==> config.mk <==
export PLATFORM = sky130hd
export DESIGN_NAME = fir_drv_flat
export DESIGN_NICKNAME = d
export VERILOG_FILES = /design/src/rtl/fir_drv_if.sv /design/src/rtl/fir_drv.sv /design/src/flat_wrapper.sv
export SDC_FILE = /design/constraint.sdc
export NUM_CORES = 1
export LEC_CHECK = 0
export BUFFER_PORTS_ARGS = -buffer_cell sky130_fd_sc_hd__buf_2
export CAP_MARGIN = 20
export CORE_MARGIN = 2
export CORE_UTILIZATION = 61
export DETAILED_ROUTE_END_ITERATION = 10
export PLACE_DENSITY = 0.91
export SYNTH_ARGS = -nofsm -noshare
export SYNTH_HDL_FRONTEND = slang
export SYNTH_SLANG_ARGS = --single-unit
==> constraint.sdc <==
create_clock -name clk -period 5.14 [get_ports clk]
set_input_delay 0.514 -clock clk [delete_from_list [all_inputs] [get_ports clk]]
set_output_delay 0.514 -clock clk [all_outputs]
set_load 0.01 [all_outputs]
==> src/rtl/fir_drv_if.sv <==
// Control, stream, result and FIR-core signals of fir_drv.
// The driver uses the slave view; the host/core side uses the master view.
interface fir_drv_if #(
    parameter int unsigned BW_in  = 6,
    parameter int unsigned BW_out = 8
) ();
    logic                     cfg_we;
    logic [2:0]               cfg_addr;
    logic signed [BW_in-1:0]  cfg_data;
    logic                     start;
    logic                     stop;
    logic                     busy;
    logic                     s_valid;
    logic                     s_ready;
    logic signed [BW_in-1:0]  s_data;
    logic                     r_valid;
    logic [BW_out-1:0]        r_data;
    logic                     underrun;
    logic                     fir_reset;
    logic signed [BW_in-1:0]  fir_x_in;
    logic [BW_out-1:0]        fir_y_out;

    modport master (
        output cfg_we, cfg_addr, cfg_data, start, stop, s_valid, s_data, fir_y_out,
        input  busy, s_ready, r_valid, r_data, underrun, fir_reset, fir_x_in
    );

    modport slave (
        input  cfg_we, cfg_addr, cfg_data, start, stop, s_valid, s_data, fir_y_out,
        output busy, s_ready, r_valid, r_data, underrun, fir_reset, fir_x_in
    );
endinterface

==> src/rtl/fir_drv.sv <==
// Host-side driver for a serial-load FIR core: coefficient table, reset/load sequencing,
// sample streaming and tagged result capture. FIR_DRV_HOLD_EN repeats the last sample on underrun.
module fir_drv #(
    parameter int unsigned N_TAPS     = 7,
    parameter int unsigned BW_in      = 6,
    parameter int unsigned BW_out     = 8,
    parameter int unsigned RST_CYCLES = 2
) (
    input logic      clk,
    input logic      reset,
    fir_drv_if.slave bus
);
    localparam int unsigned CntMax = (RST_CYCLES > N_TAPS) ? RST_CYCLES : N_TAPS;
    localparam int unsigned CntW   = $clog2(CntMax + 1);
    localparam int unsigned AddrW  = $clog2(N_TAPS);

    typedef enum logic [1:0] {StIdle, StRst, StLoad, StStream} state_e;

    state_e                  state_q, state_d;
    logic [CntW-1:0]         cnt_q, cnt_d;
    logic signed [BW_in-1:0] table_q [N_TAPS];
    logic                    tbl_we;
    logic                    fir_reset_q, fir_reset_d;
    logic signed [BW_in-1:0] fir_x_q, fir_x_d;
    // Tag pipeline aligns the "real sample" flag with the core's 3-cycle result latency.
    logic [2:0]              tag_q, tag_d;
    logic                    r_valid_q, r_valid_d;
    logic [BW_out-1:0]       r_data_q, r_data_d;
    logic                    underrun_q, underrun_d;
    logic [AddrW-1:0]        load_idx;
`ifdef FIR_DRV_HOLD_EN
    logic signed [BW_in-1:0] hold_q, hold_d;
`endif

    // Next coefficient to present: highest index first, so table[k] ends in core tap k.
    assign load_idx = AddrW'(N_TAPS - 2 - 32'(cnt_q));

    always_comb begin
        state_d     = state_q;
        cnt_d       = cnt_q;
        tbl_we      = 1'b0;
        fir_reset_d = fir_reset_q;
        fir_x_d     = fir_x_q;
        tag_d       = {tag_q[1:0], 1'b0};
        r_valid_d   = tag_q[2];
        r_data_d    = bus.fir_y_out;
        underrun_d  = underrun_q;
`ifdef FIR_DRV_HOLD_EN
        hold_d      = hold_q;
`endif
        unique case (state_q)
            StIdle: begin
                fir_reset_d = 1'b1;
                fir_x_d     = '0;
                tbl_we      = bus.cfg_we && (32'(bus.cfg_addr) < N_TAPS);
                if (bus.start) begin
                    state_d    = StRst;
                    cnt_d      = '0;
                    underrun_d = 1'b0;
`ifdef FIR_DRV_HOLD_EN
                    hold_d     = '0;
`endif
                end
            end
            StRst: begin
                if (cnt_q == CntW'(RST_CYCLES - 1)) begin
                    state_d     = StLoad;
                    cnt_d       = '0;
                    fir_reset_d = 1'b0;
                    fir_x_d     = table_q[N_TAPS-1];
                end else begin
                    cnt_d = cnt_q + CntW'(1);
                end
            end
            StLoad: begin
                if (cnt_q == CntW'(N_TAPS - 1)) begin
                    state_d = StStream;
                    fir_x_d = '0;
                end else begin
                    fir_x_d = table_q[load_idx];
                    cnt_d   = cnt_q + CntW'(1);
                end
            end
            StStream: begin
                if (!bus.s_valid) underrun_d = 1'b1;
                if (bus.stop) begin
                    state_d     = StIdle;
                    fir_reset_d = 1'b1;
                    fir_x_d     = '0;
                    tag_d       = '0;
                    r_valid_d   = 1'b0;
                end else if (bus.s_valid) begin
                    fir_x_d  = bus.s_data;
                    tag_d[0] = 1'b1;
`ifdef FIR_DRV_HOLD_EN
                    hold_d   = bus.s_data;
`endif
                end else begin
`ifdef FIR_DRV_HOLD_EN
                    fir_x_d = hold_q;
`else
                    fir_x_d = '0;
`endif
                end
            end
            default: state_d = StIdle;
        endcase
    end

    always_ff @(posedge clk) begin
        if (reset) begin
            state_q     <= StIdle;
            cnt_q       <= '0;
            fir_reset_q <= 1'b1;
            fir_x_q     <= '0;
            tag_q       <= '0;
            r_valid_q   <= 1'b0;
            r_data_q    <= '0;
            underrun_q  <= 1'b0;
            for (int unsigned k = 0; k < N_TAPS; k++) table_q[k] <= '0;
`ifdef FIR_DRV_HOLD_EN
            hold_q      <= '0;
`endif
        end else begin
            state_q     <= state_d;
            cnt_q       <= cnt_d;
            fir_reset_q <= fir_reset_d;
            fir_x_q     <= fir_x_d;
            tag_q       <= tag_d;
            r_valid_q   <= r_valid_d;
            r_data_q    <= r_data_d;
            underrun_q  <= underrun_d;
            if (tbl_we) table_q[bus.cfg_addr] <= bus.cfg_data;
`ifdef FIR_DRV_HOLD_EN
            hold_q      <= hold_d;
`endif
        end
    end

    assign bus.busy      = (state_q != StIdle);
    assign bus.s_ready   = (state_q == StStream);
    assign bus.r_valid   = r_valid_q;
    assign bus.r_data    = r_data_q;
    assign bus.underrun  = underrun_q;
    assign bus.fir_reset = fir_reset_q;
    assign bus.fir_x_in  = fir_x_q;
endmodule

==> src/flat_wrapper.sv <==
// flat-port wrapper written by rule: the top's interface ports become plain ports
module fir_drv_flat 
#(
    parameter int unsigned N_TAPS     = 7,
    parameter int unsigned BW_in      = 6,
    parameter int unsigned BW_out     = 8,
    parameter int unsigned RST_CYCLES = 2
)
  (clk, reset, bus_cfg_we, bus_cfg_addr, bus_cfg_data, bus_start, bus_stop, bus_s_valid, bus_s_data, bus_fir_y_out, bus_busy, bus_s_ready, bus_r_valid, bus_r_data, bus_underrun, bus_fir_reset, bus_fir_x_in);
  fir_drv_if #(.BW_in(BW_in), .BW_out(BW_out)) bus_i ();
  input logic clk;
  input logic reset;
  input wire logic [$bits(bus_i.cfg_we)-1:0] bus_cfg_we;
  input wire logic [$bits(bus_i.cfg_addr)-1:0] bus_cfg_addr;
  input wire logic [$bits(bus_i.cfg_data)-1:0] bus_cfg_data;
  input wire logic [$bits(bus_i.start)-1:0] bus_start;
  input wire logic [$bits(bus_i.stop)-1:0] bus_stop;
  input wire logic [$bits(bus_i.s_valid)-1:0] bus_s_valid;
  input wire logic [$bits(bus_i.s_data)-1:0] bus_s_data;
  input wire logic [$bits(bus_i.fir_y_out)-1:0] bus_fir_y_out;
  output wire logic [$bits(bus_i.busy)-1:0] bus_busy;
  output wire logic [$bits(bus_i.s_ready)-1:0] bus_s_ready;
  output wire logic [$bits(bus_i.r_valid)-1:0] bus_r_valid;
  output wire logic [$bits(bus_i.r_data)-1:0] bus_r_data;
  output wire logic [$bits(bus_i.underrun)-1:0] bus_underrun;
  output wire logic [$bits(bus_i.fir_reset)-1:0] bus_fir_reset;
  output wire logic [$bits(bus_i.fir_x_in)-1:0] bus_fir_x_in;
  assign bus_i.cfg_we = bus_cfg_we;
  assign bus_i.cfg_addr = bus_cfg_addr;
  assign bus_i.cfg_data = bus_cfg_data;
  assign bus_i.start = bus_start;
  assign bus_i.stop = bus_stop;
  assign bus_i.s_valid = bus_s_valid;
  assign bus_i.s_data = bus_s_data;
  assign bus_i.fir_y_out = bus_fir_y_out;
  assign bus_busy = bus_i.busy;
  assign bus_s_ready = bus_i.s_ready;
  assign bus_r_valid = bus_i.r_valid;
  assign bus_r_data = bus_i.r_data;
  assign bus_underrun = bus_i.underrun;
  assign bus_fir_reset = bus_i.fir_reset;
  assign bus_fir_x_in = bus_i.fir_x_in;
  fir_drv #(.N_TAPS(N_TAPS), .BW_in(BW_in), .BW_out(BW_out), .RST_CYCLES(RST_CYCLES)) u_core (.clk(clk), .reset(reset), .bus(bus_i));
endmodule
## Word-level counts from Yosys, hierarchy flattened

Memories as Yosys holds them, arrays and structs flattened.
Index checks and enable logic that the tools add are counted.

- Register bits after elaboration: 25
- Memory bits (writable): 42
- Input bits: 29
- Logic and storage cells: 72
- Memories kept: 1

- Add/sub/neg operators: 2
- Order comparisons: 1
- Equal/unequal tests: 11
- Muxes and demuxes: 35
- Bitwise gates (word level): 1
- Reduce and logical (&&, ||, !) cells: 12

Memories:

| name | depth | bits a word | read ports | clocked after memory_dff | wr ports | RTL line | RTL |
|---|---|---|---|---|---|---|---|
| u_core.table_q | 7 | 6 | 2 | 0 | 7 | fir_drv.sv:21 | `logic signed [BW_in-1:0] table_q [N_TAPS];` |

Operator list:

| kind | count |
|---|---|
| 2-to-1 mux 6 bit | 5 |
| one-hot mux 6 bit (4 select lines) | 1 |
| 2-to-1 mux 1 bit | 15 |
| 2-to-1 mux 3 bit | 5 |
| 2-to-1 mux 2 bit | 5 |
| one-hot mux 3 bit (3 select lines) | 1 |
| AND reduction 3 bit | 3 |
| inequality test 2 bit, second input constant | 4 |
| one-hot mux 2 bit (4 select lines) | 1 |
| nonzero test 3 bit | 2 |
| OR reduction 6 bit | 1 |
| equality test 2 bit, second input constant | 2 |
| inequality test 2 x 1 -> 1 bit, second input constant | 2 |
| AND reduction 4 bit | 1 |
| nonzero test 2 bit | 2 |
| adder 3 x 1 -> 3 bit, second input constant | 1 |
| equality test 3 x 1 -> 1 bit, second input constant | 1 |
| equality test 3 bit, second input constant | 1 |
| less-than comparator 3 bit, second input constant | 1 |
| one-hot mux 1 bit (3 select lines) | 1 |
| OR reduction 3 bit | 1 |
| subtractor 3 bit, first input constant | 1 |
| equality test 2 x 1 -> 1 bit, second input constant | 1 |
| logical NOT 2 bit | 1 |
| other kinds (3) | 3 |

## Longest topological paths before layout

Gate-level depths: netlist (run 1).

- Depth in word-level cells: 8
- Mapped depth: 8
- Mapped depth without buffers: 6

## Worst setup path after synthesis (run 1)

Ideal clock, no wire load.

- Kind: register to register
- Start point: reg u_core.cnt_q[0]
- End point: reg u_core.fir_x_q[2] (netlist: u_core.bus.fir_x_in[2])
- Library setup time: 0.073 ns
- Data arrival time: 2.014 ns
- Path slack: 3.053 ns
- Cell stages (with the launch flop): 8
- Buffers on the path: 2
- Cells stage by stage: dfxtp_1 buf_2 buf_2 inv_1 ha_1 a21boi_1 or4b_4 o22ai_2

- Cells in the longest elaborated chain, start to end: 4

RTL lines:

| element | RTL line | RTL |
|---|---|---|
| start, declared | fir_drv.sv:20 | `logic [CntW-1:0] cnt_q, cnt_d;` |
| start signal, assigned | fir_drv.sv:126 | `cnt_q <= cnt_d;` |
| subtractor 3 bit | fir_drv.sv:36 | `assign load_idx = AddrW'(N_TAPS - 2 - 32'(cnt_q));` |
| memory read (7 x 6 bit) | - |  |
| 2-to-1 mux 6 bit | fir_drv.sv:76 | `if (cnt_q == CntW'(N_TAPS - 1)) begin` |
| one-hot mux 6 bit (4 select lines) | fir_drv.sv:51 | `unique case (state_q)` |
| end signal, assigned | fir_drv.sv:128 | `fir_x_q <= fir_x_d;` |
| end, declared | fir_drv.sv:24 | `logic signed [BW_in-1:0] fir_x_q, fir_x_d;` |

Several ways; a longest one is shown, not always the timed one.
A chain may end at the register's enable or synchronous reset.

## Final worst setup path (run 1)

Ends and elaborated chain as after synthesis.

==> metrics.log, run 1 <==
[metrics] result of the run: finished clean
[metrics] gp weighted congestion: between 0.7 and 0.8
[metrics] shortest period the worst path allows: between 2 and 3 ns
[metrics] vias in the first global route: around 2300
[metrics] sum of routed wire length over all layers: roughly 6.6 mm
[metrics] Gates resized, CTS repair: 0
[metrics] data arrival time of the critical path: between 2 and 3 ns
[metrics] kind of start point of the critical path: register
[metrics] crit path max fanout: 16
[metrics] HPWL after DPL: 4.79 mm
[metrics] fraction of synthesis flops using an asynchronous set or reset pin: 0
[metrics] startpoint-to-endpoint class of the critical path: register to register
[metrics] Simple-Gate Fraction of Synth Area: 0.151
[metrics] All-Layer GR Usage: 0.237
[metrics] Detail Route Antenna Nets: 0
[metrics] dominant combinational cell family by area after synthesis: simple AND/OR/NAND/NOR gates
[metrics] setup violation total in the final timing report: 0
[metrics] CTS tree: built
[metrics] number of cells after detailed placement: roughly 370
[metrics] type of the worst min-delay path: input port to register
[metrics] worst path required time: approximately 5.4 ns
[metrics] post-synthesis sequential area ratio: 0.575
[metrics] cell internal power dissipation: roughly 1.1 mW
[metrics] Switching Share: 0.290
[metrics] clock latency on the worst-skew pair: roughly 0.34 ns
[metrics] number of warning messages in the yosys log: 0
[metrics] DRC violation total after the first TritonRoute iteration: 182
[metrics] P_sw: 0.450 mW
[metrics] routed wirelength normalized by instance count: 16.8 µm
[metrics] clock root buffer master: clkbuf_8
[metrics] Clock Power Share: 0.315
[metrics] via count: 2193
[metrics] Die Wd: slightly below 80 µm
[metrics] residual DRC count: 0
[metrics] area taken by multi-input logic gates: roughly 1300 µm²
[metrics] number of antenna violations at the first check in global routing: 0
[metrics] Clock Tree Buf Depth: 2
[metrics] proportion of power drawn by combinational gates: 0.240
[metrics] Critical Path End Type: register
[metrics] fill count: 382
[metrics] multiplexer fraction of the synthesized cell area: 0.123
[metrics] Seq. cell area: 1880 µm²
[metrics] Worst VDD drop: 0.220 mV
[metrics] Inserted Clock Buffers: 9
[metrics] number of buffers added on ports: 47
[metrics] ratio of cells with drive above 1 in the final layout: 0.266
[metrics] Post-Route Setup TNS: 0 ns
[metrics] Placeable Area: approximately 5100 µm²
[metrics] Setup Buffers After CTS: 0
[metrics] Leakage: roughly 1.5 nW
[metrics] area fraction in compound gates after synthesis: 0.0864
[metrics] adder and majority cell fraction of the synthesized area: 0.0306
[metrics] sequential cell fraction of total power: 0.445
[metrics] final max-slew violation count: 0
[metrics] Initial Util: 0.637
[metrics] Max-Slew Margin vs Limit: 0.382
[metrics] number of endpoints with negative hold slack in the final report: 0
[metrics] Boundary Pins: 48
[metrics] Avg Vias per Cell: about 5.6
[metrics] Highest Clock Rate: around 0.40 GHz
[metrics] Sink Count: 73
[metrics] clock-pin slew on the worst setup and hold paths: about 0.070 ns
[metrics] first-pass iteration count of the detailed router: 5
[metrics] antenna diode instance count: 0
[metrics] area growth from synthesis to layout: 15.3%
[metrics] cells after synthesis: 263
[metrics] number of levels the H-tree was split into: 3
[metrics] number of synthesized flops with an enable pin: 42
[metrics] floorplan die height: roughly 77 µm
[metrics] Mapped Area: around 3300 µm²
[metrics] number of buffers inserted for hold repair after clock tree synthesis: 0
[metrics] GRT overflow: 0
[metrics] Setup Skew: about 0.008 ns
[metrics] PD cells: around 410 nW/µm²
[metrics] transition time at the pin with the least slew margin: just over 0.9 ns
[metrics] # Max-Cap Violations: 0
[metrics] area share of xor/xnor cells in the synthesized design: 0
[metrics] Post-layout nets: between 300 and 400
[metrics] pin count of the biggest net entering global routing: 35
[metrics] distinct cell type count of the synthesized netlist: 45
[metrics] Post-synth top flop: edfxtp_1
[metrics] number of standard-cell rows in the floorplan: 26
[metrics] wire length of the first global-routing pass: ~11 mm
[metrics] Period Utilization, post-route: 0.491
[metrics] die footprint: 5970 µm²
[metrics] flip-flop and latch count after synthesis: 73
[metrics] unrepaired setup endpoints after global routing: false
[metrics] mean instance size in the synthesized netlist: ~12 µm²
[metrics] non-filler cells, final: slightly below 400
-- area by class of cell --
| type | count | area share |
|---|---|---|
| inverters | 13 | 0.0129 |
| repair buffers | 47 | 0.0623 |
| multi-input cells | 171 | 0.345 |
| flip-flops and latches | 73 | 0.499 |
| clock buffers | 11 | 0.0375 |
| well taps | 70 | 0.0232 |
| clock inverters | 5 | 0.0206 |
-- worst max-delay path, stage by stage, from the launching register on --
cell and delay, ns:
dfxtp_1 0.93, inv_1 0.18, ha_1 0.28, a21boi_1 0.36
or4b_4 0.55, o22ai_2 0.14
-- registers in the layout, summed over array words and instances (netlist names) --
register / count
u_core.bus.fir_x_in: 6
u_core.cnt_q: 3
u_core.table_q: 48
u_core.bus.r_valid: 1
u_core.bus.r_data: 8
u_core.bus.underrun: 1
u_core.state_q: 2
u_core.tag_q: 3
u_core.bus.fir_reset: 1
-- cell usage after synthesis (2+ instances only) --
cell type / instances / area [µm²]
a22o_1: 6 / 52.6
mux2i_1: 11 / 110
nor2b_1: 11 / 68.8
a22oi_1: 4 / 30.0
nand2_1: 15 / 56.3
nand2b_1: 5 / 31.3
and2_1: 10 / 62.6
edfxtp_1: 42 / 1260
inv_1: 12 / 45.0
o22ai_1: 3 / 18.8
mux4_2: 12 / 270
nand3_1: 3 / 15.0
or2_2: 2 / 12.5
nor3b_1: 2 / 15.0
o211ai_1: 2 / 15.0
nor2_1: 35 / 131
buf_6: 2 / 22.5
mux2_2: 2 / 22.5
buf_2: 3 / 15.0
a21oi_1: 8 / 40.0
clkbuf_1: 6 / 22.5
ha_1: 8 / 100
nor4_1: 2 / 12.5
dfxtp_1: 31 / 621
nor3_1: 3 / 15.0
o21ai_0: 4 / 20.0
-- layout by cell type, fill, tap and decap left out, types with 3 or more instances in the layout --
| master | synthesis | routed |
|---|---|---|
| a21oi_1 | 8 | 8 |
| a22o_1 | 6 | 6 |
| a22oi_1 | 4 | 4 |
| and2_1 | 10 | 10 |
| buf_2 | 3 | 47 |
| clkbuf_8 | 0 | 10 |
| conb_1 | 1 | 6 |
| dfxtp_1 | 31 | 31 |
| edfxtp_1 | 42 | 42 |
| ha_1 | 8 | 8 |
| inv_1 | 12 | 12 |
| mux2i_1 | 11 | 11 |
| mux4_2 | 12 | 12 |
| nand2_1 | 15 | 15 |
| nand2b_1 | 5 | 5 |
| nand3_1 | 3 | 3 |
| nor2_1 | 35 | 35 |
| nor2b_1 | 11 | 11 |
| nor3_1 | 3 | 3 |
| o21ai_0 | 4 | 4 |
| o22ai_1 | 3 | 3 |
-- per-layer routing --
metal | up-vias | wire length [µm] | global-route usage
li1 | 1053 | - | -
met1 | 1038 | 2770 | 0.296
met2 | 89 | 3320 | 0.391
met4 | 0 | 106 | 0.0929
met3 | 13 | 351 | 0.0647
met5 | - | 0 | 0
-- power groups by stage --
stage	logic, mW	clock network (mW)	registers [mW]
3_5_place_dp	0.363	0	0.705
5_1_grt	0.411	0.524	0.697
6_report	0.374	0.490	0.692
4_1_cts	0.369	0.495	0.692
3_3_place_gp	0.356	0	0.702
2_1_floorplan	0.295	0	0.690
-- metrics by stage --
step	worst slack [ns]	utilization	hold slack, ns	instance area (µm²)	power [mW]
floorplan	3.05	-	0.406	3290	0.984
global placement	2.72	0.692	0.411	3560	1.06
detailed placement	2.63	0.692	0.415	3560	1.07
CTS	2.59	0.734	0.370	3770	1.56
global route	2.43	0.734	0.371	3770	1.63
finish	2.62	0.734	0.383	3770	1.55
-- cell families after synthesis --
kind of cell | after synthesis
other | 1
AOI/OAI and AO/OA | 38
DFF | 73
buffers and inverters | 24
and+or+nand+nor | 94
muxes | 25
adders and majority gates | 8
-- worst paths after layout --
path / start / end / cells after the start / slack (ns)
max: u_core.cnt_q[0] / u_core.bus.fir_x_in[2] / 5 / 2.62
min: bus_fir_y_out[6] / u_core.bus.r_data[6] / 2 / 0.38
max reg2reg: u_core.cnt_q[0] / u_core.bus.fir_x_in[2] / 5 / 2.62
min reg2reg: u_core.tag_q[1] / u_core.tag_q[2] / 1 / 0.43
Note: power is estimated with default switching activity, not from simulation.
==> run 2: changes to the inputs <==
CORE_UTILIZATION = 56   (was 61)
PLACE_DENSITY = 0.85   (was 0.91)
clock period = 2.6 ns   (was 5.14 ns; I/O delays follow)
==> metrics.log, run 2 (synthesis results as in run 1) <==
[metrics] result of the run: finished clean
[metrics] wire length of the first global-routing pass: 11.0 mm (+3.6%)
[metrics] antenna diode instance count: 0 (unchanged)
[metrics] unrepaired setup endpoints after global routing: false
[metrics] vias in the first global route: 2239 (-1.1%)
[metrics] type of the worst min-delay path: input port to register
[metrics] Largest register FFs: 48 (unchanged)
[metrics] Leakage: 1.51 nW (+1.9%)
[metrics] global-route met1 utilization: 0.298 (+0.00232)
[metrics] Detail Route Antenna Nets: 0 (unchanged)
[metrics] Placeable Area: 5570 µm² (+8.4%)
[metrics] startpoint-to-endpoint class of the critical path: register to register
[metrics] clock-pin slew on the worst setup and hold paths: 0.07 ns (about the same)
[metrics] Critical Path End Type: register
[metrics] most common cell after layout, fill and taps aside: buf_2
[metrics] Period Utilization, post-route: 0.828 (+0.337)
[metrics] Post-layout nets: 358 (+1.7%)
[metrics] ratio of cells with drive above 1 in the final layout: 0.283 (+0.0175)
[metrics] Setup Skew: 0.00630 ns (-0.00170 ns)
[metrics] number of standard-cell rows in the floorplan: 27 (+3.8%)
[metrics] number of levels the H-tree was split into: 3 (unchanged)
[metrics] number of antenna violations at the first check in global routing: 0 (unchanged)
[metrics] area growth from synthesis to layout: 16.4%
[metrics] HPWL after DPL: 5.07 mm (+5.8%)
[metrics] pin count of the biggest net entering global routing: 19 (-46%)
[metrics] final max-slew violation count: 0 (unchanged)
[metrics] shortest period the worst path allows: 2.15 ns (-0.373 ns)
[metrics] residual DRC count: 0 (unchanged)
[metrics] clock latency on the worst-skew pair: 0.34 ns (about the same)
[metrics] PD cells: 810 nW/µm² (+97%)
[metrics] met3 demand-to-capacity share in global routing: 0.0427 (-0.0220)
[metrics] CTS tree: built
[metrics] Max-Slew Margin vs Limit: 0.536 (+0.155)
[metrics] kind of start point of the critical path: register
[metrics] via count: 2249 (+2.6%)
[metrics] number of buffers inserted for hold repair after clock tree synthesis: 0 (unchanged)
[metrics] number of buffers added on ports: 47 (unchanged)
[metrics] transition time at the pin with the least slew margin: 0.690 ns (-0.236 ns)
[metrics] Worst VDD drop: 0.412 mV (+87%)
[metrics] floorplan die height: 80.5 µm (+4.1%)
[metrics] Gates resized, CTS repair: 0 (unchanged)
[metrics] Sink Count: 73 (unchanged)
[metrics] Highest Clock Rate: 0.465 GHz (+17%)
[metrics] fin util: 0.684 (-0.0507)
[metrics] fraction of met2 tracks used by global routing: 0.386 (-0.00547)
[metrics] sum of routed wire length over all layers: 7.01 mm (+7.0%)
[metrics] Setup Buffers After CTS: 0 (unchanged)
[metrics] number of endpoints with negative hold slack in the final report: 0 (unchanged)
[metrics] crit path max fanout: 7 (-9)
[metrics] GRT Max-Usage Layer: met2
[metrics] GRT overflow: 0 (unchanged)
[metrics] data arrival time of the critical path: 2.18 ns (-0.61 ns)
[metrics] Die Wd: 80.5 µm (+4.1%)
[metrics] most frequent cells in the layout: buf_2 (47), edfxtp_1 (42), nor2_1 (35)
[metrics] clock root buffer master: clkbuf_8
[metrics] # Max-Cap Violations: 0 (unchanged)
[metrics] Clock Tree Buf Depth: 2 (unchanged)
[metrics] DRC violation total after the first TritonRoute iteration: 161 (-12%)
[metrics] Initial Util: 0.587 (-0.0496)
[metrics] register bank with the most flops: u_core.table_q
[metrics] setup violation total in the final timing report: 0 (unchanged)
[metrics] routed wirelength normalized by instance count: 17.7 µm (+5.1%)
[metrics] Avg Vias per Cell: 5.66 (+0.75%)
[metrics] Inserted Clock Buffers: 9 (unchanged)
[metrics] All-Layer GR Usage: 0.239 (+0.00279)
[metrics] worst path required time: 2.63 ns (-2.77 ns)
[metrics] first-pass iteration count of the detailed router: 4 (-1)
[metrics] gp weighted congestion: 0.874 (+9.8%)
[metrics] die footprint: 6470 µm² (+8.5%)
[metrics] Post-Route Setup TNS: 0 ns (unchanged)
[metrics] Boundary Pins: 48 (unchanged)
run 2: report_power, final:
group          total, mW  internal [mW]  switching [mW]
Sequential          1.34           1.30          0.0375
Combinational      0.791          0.325           0.466
Clock              0.954          0.531           0.422
Total               3.09           2.16           0.925
run 2: stage by stage:
step | hold slack (ns) | cell area (µm²) | worst slack [ns] | std cells | power (mW)
after detailed placement | 0.419 | 3600 | 0.538 | 382 | 2.14
after floorplan | 0.388 | 3290 | 0.513 | 268 | 1.95
after global placement | 0.413 | 3600 | 0.630 | 382 | 2.11
final | 0.119 | 3810 | 0.448 | 397 | 3.09
after global routing | 0.125 | 3810 | 0.155 | 397 | 3.21
after CTS | 0.104 | 3810 | 0.505 | 397 | 3.09
run 2: final timing paths:
| check | startpoint | endpoint | slack, ns | depth (start not counted) |
|---|---|---|---|---|
| hold reg to reg | u_core.tag_q[0] | u_core.tag_q[1] | 0.43 | 1 |
| hold / removal | bus_fir_y_out[4] | u_core.bus.r_data[4] | 0.12 | 2 |
| setup reg to reg | u_core.state_q[0] | u_core.table_q[2][3] | 0.45 | 6 |
| setup / recovery | u_core.state_q[0] | u_core.table_q[2][3] | 0.45 | 6 |
run 2: worst max-delay path, cell delays in order (launching register included):
cell and delay, ns:
dfxtp_1 0.35, inv_1 0.12, ha_1 0.35, nand2_1 0.20
nor4_1 0.30, nand2_1 0.24, nand2_1 0.28
run 2: layout make-up:
cell class,count,area (µm²)
well taps,72,90.1
fillers,429,1760
clock buffers,9,124
repair buffers,53,280
clock inverters,6,83.8
flip-flops and latches,73,1880
inverters,13,48.8
multi-input cells,171,1300
run 2: routing by layer:
metal  part of all wire  vias to the layer above
met5                  0                        -
met2               0.48                       92
met4              0.035                        0
met3              0.068                       23
met1               0.42                     1068
li1                   -                     1066
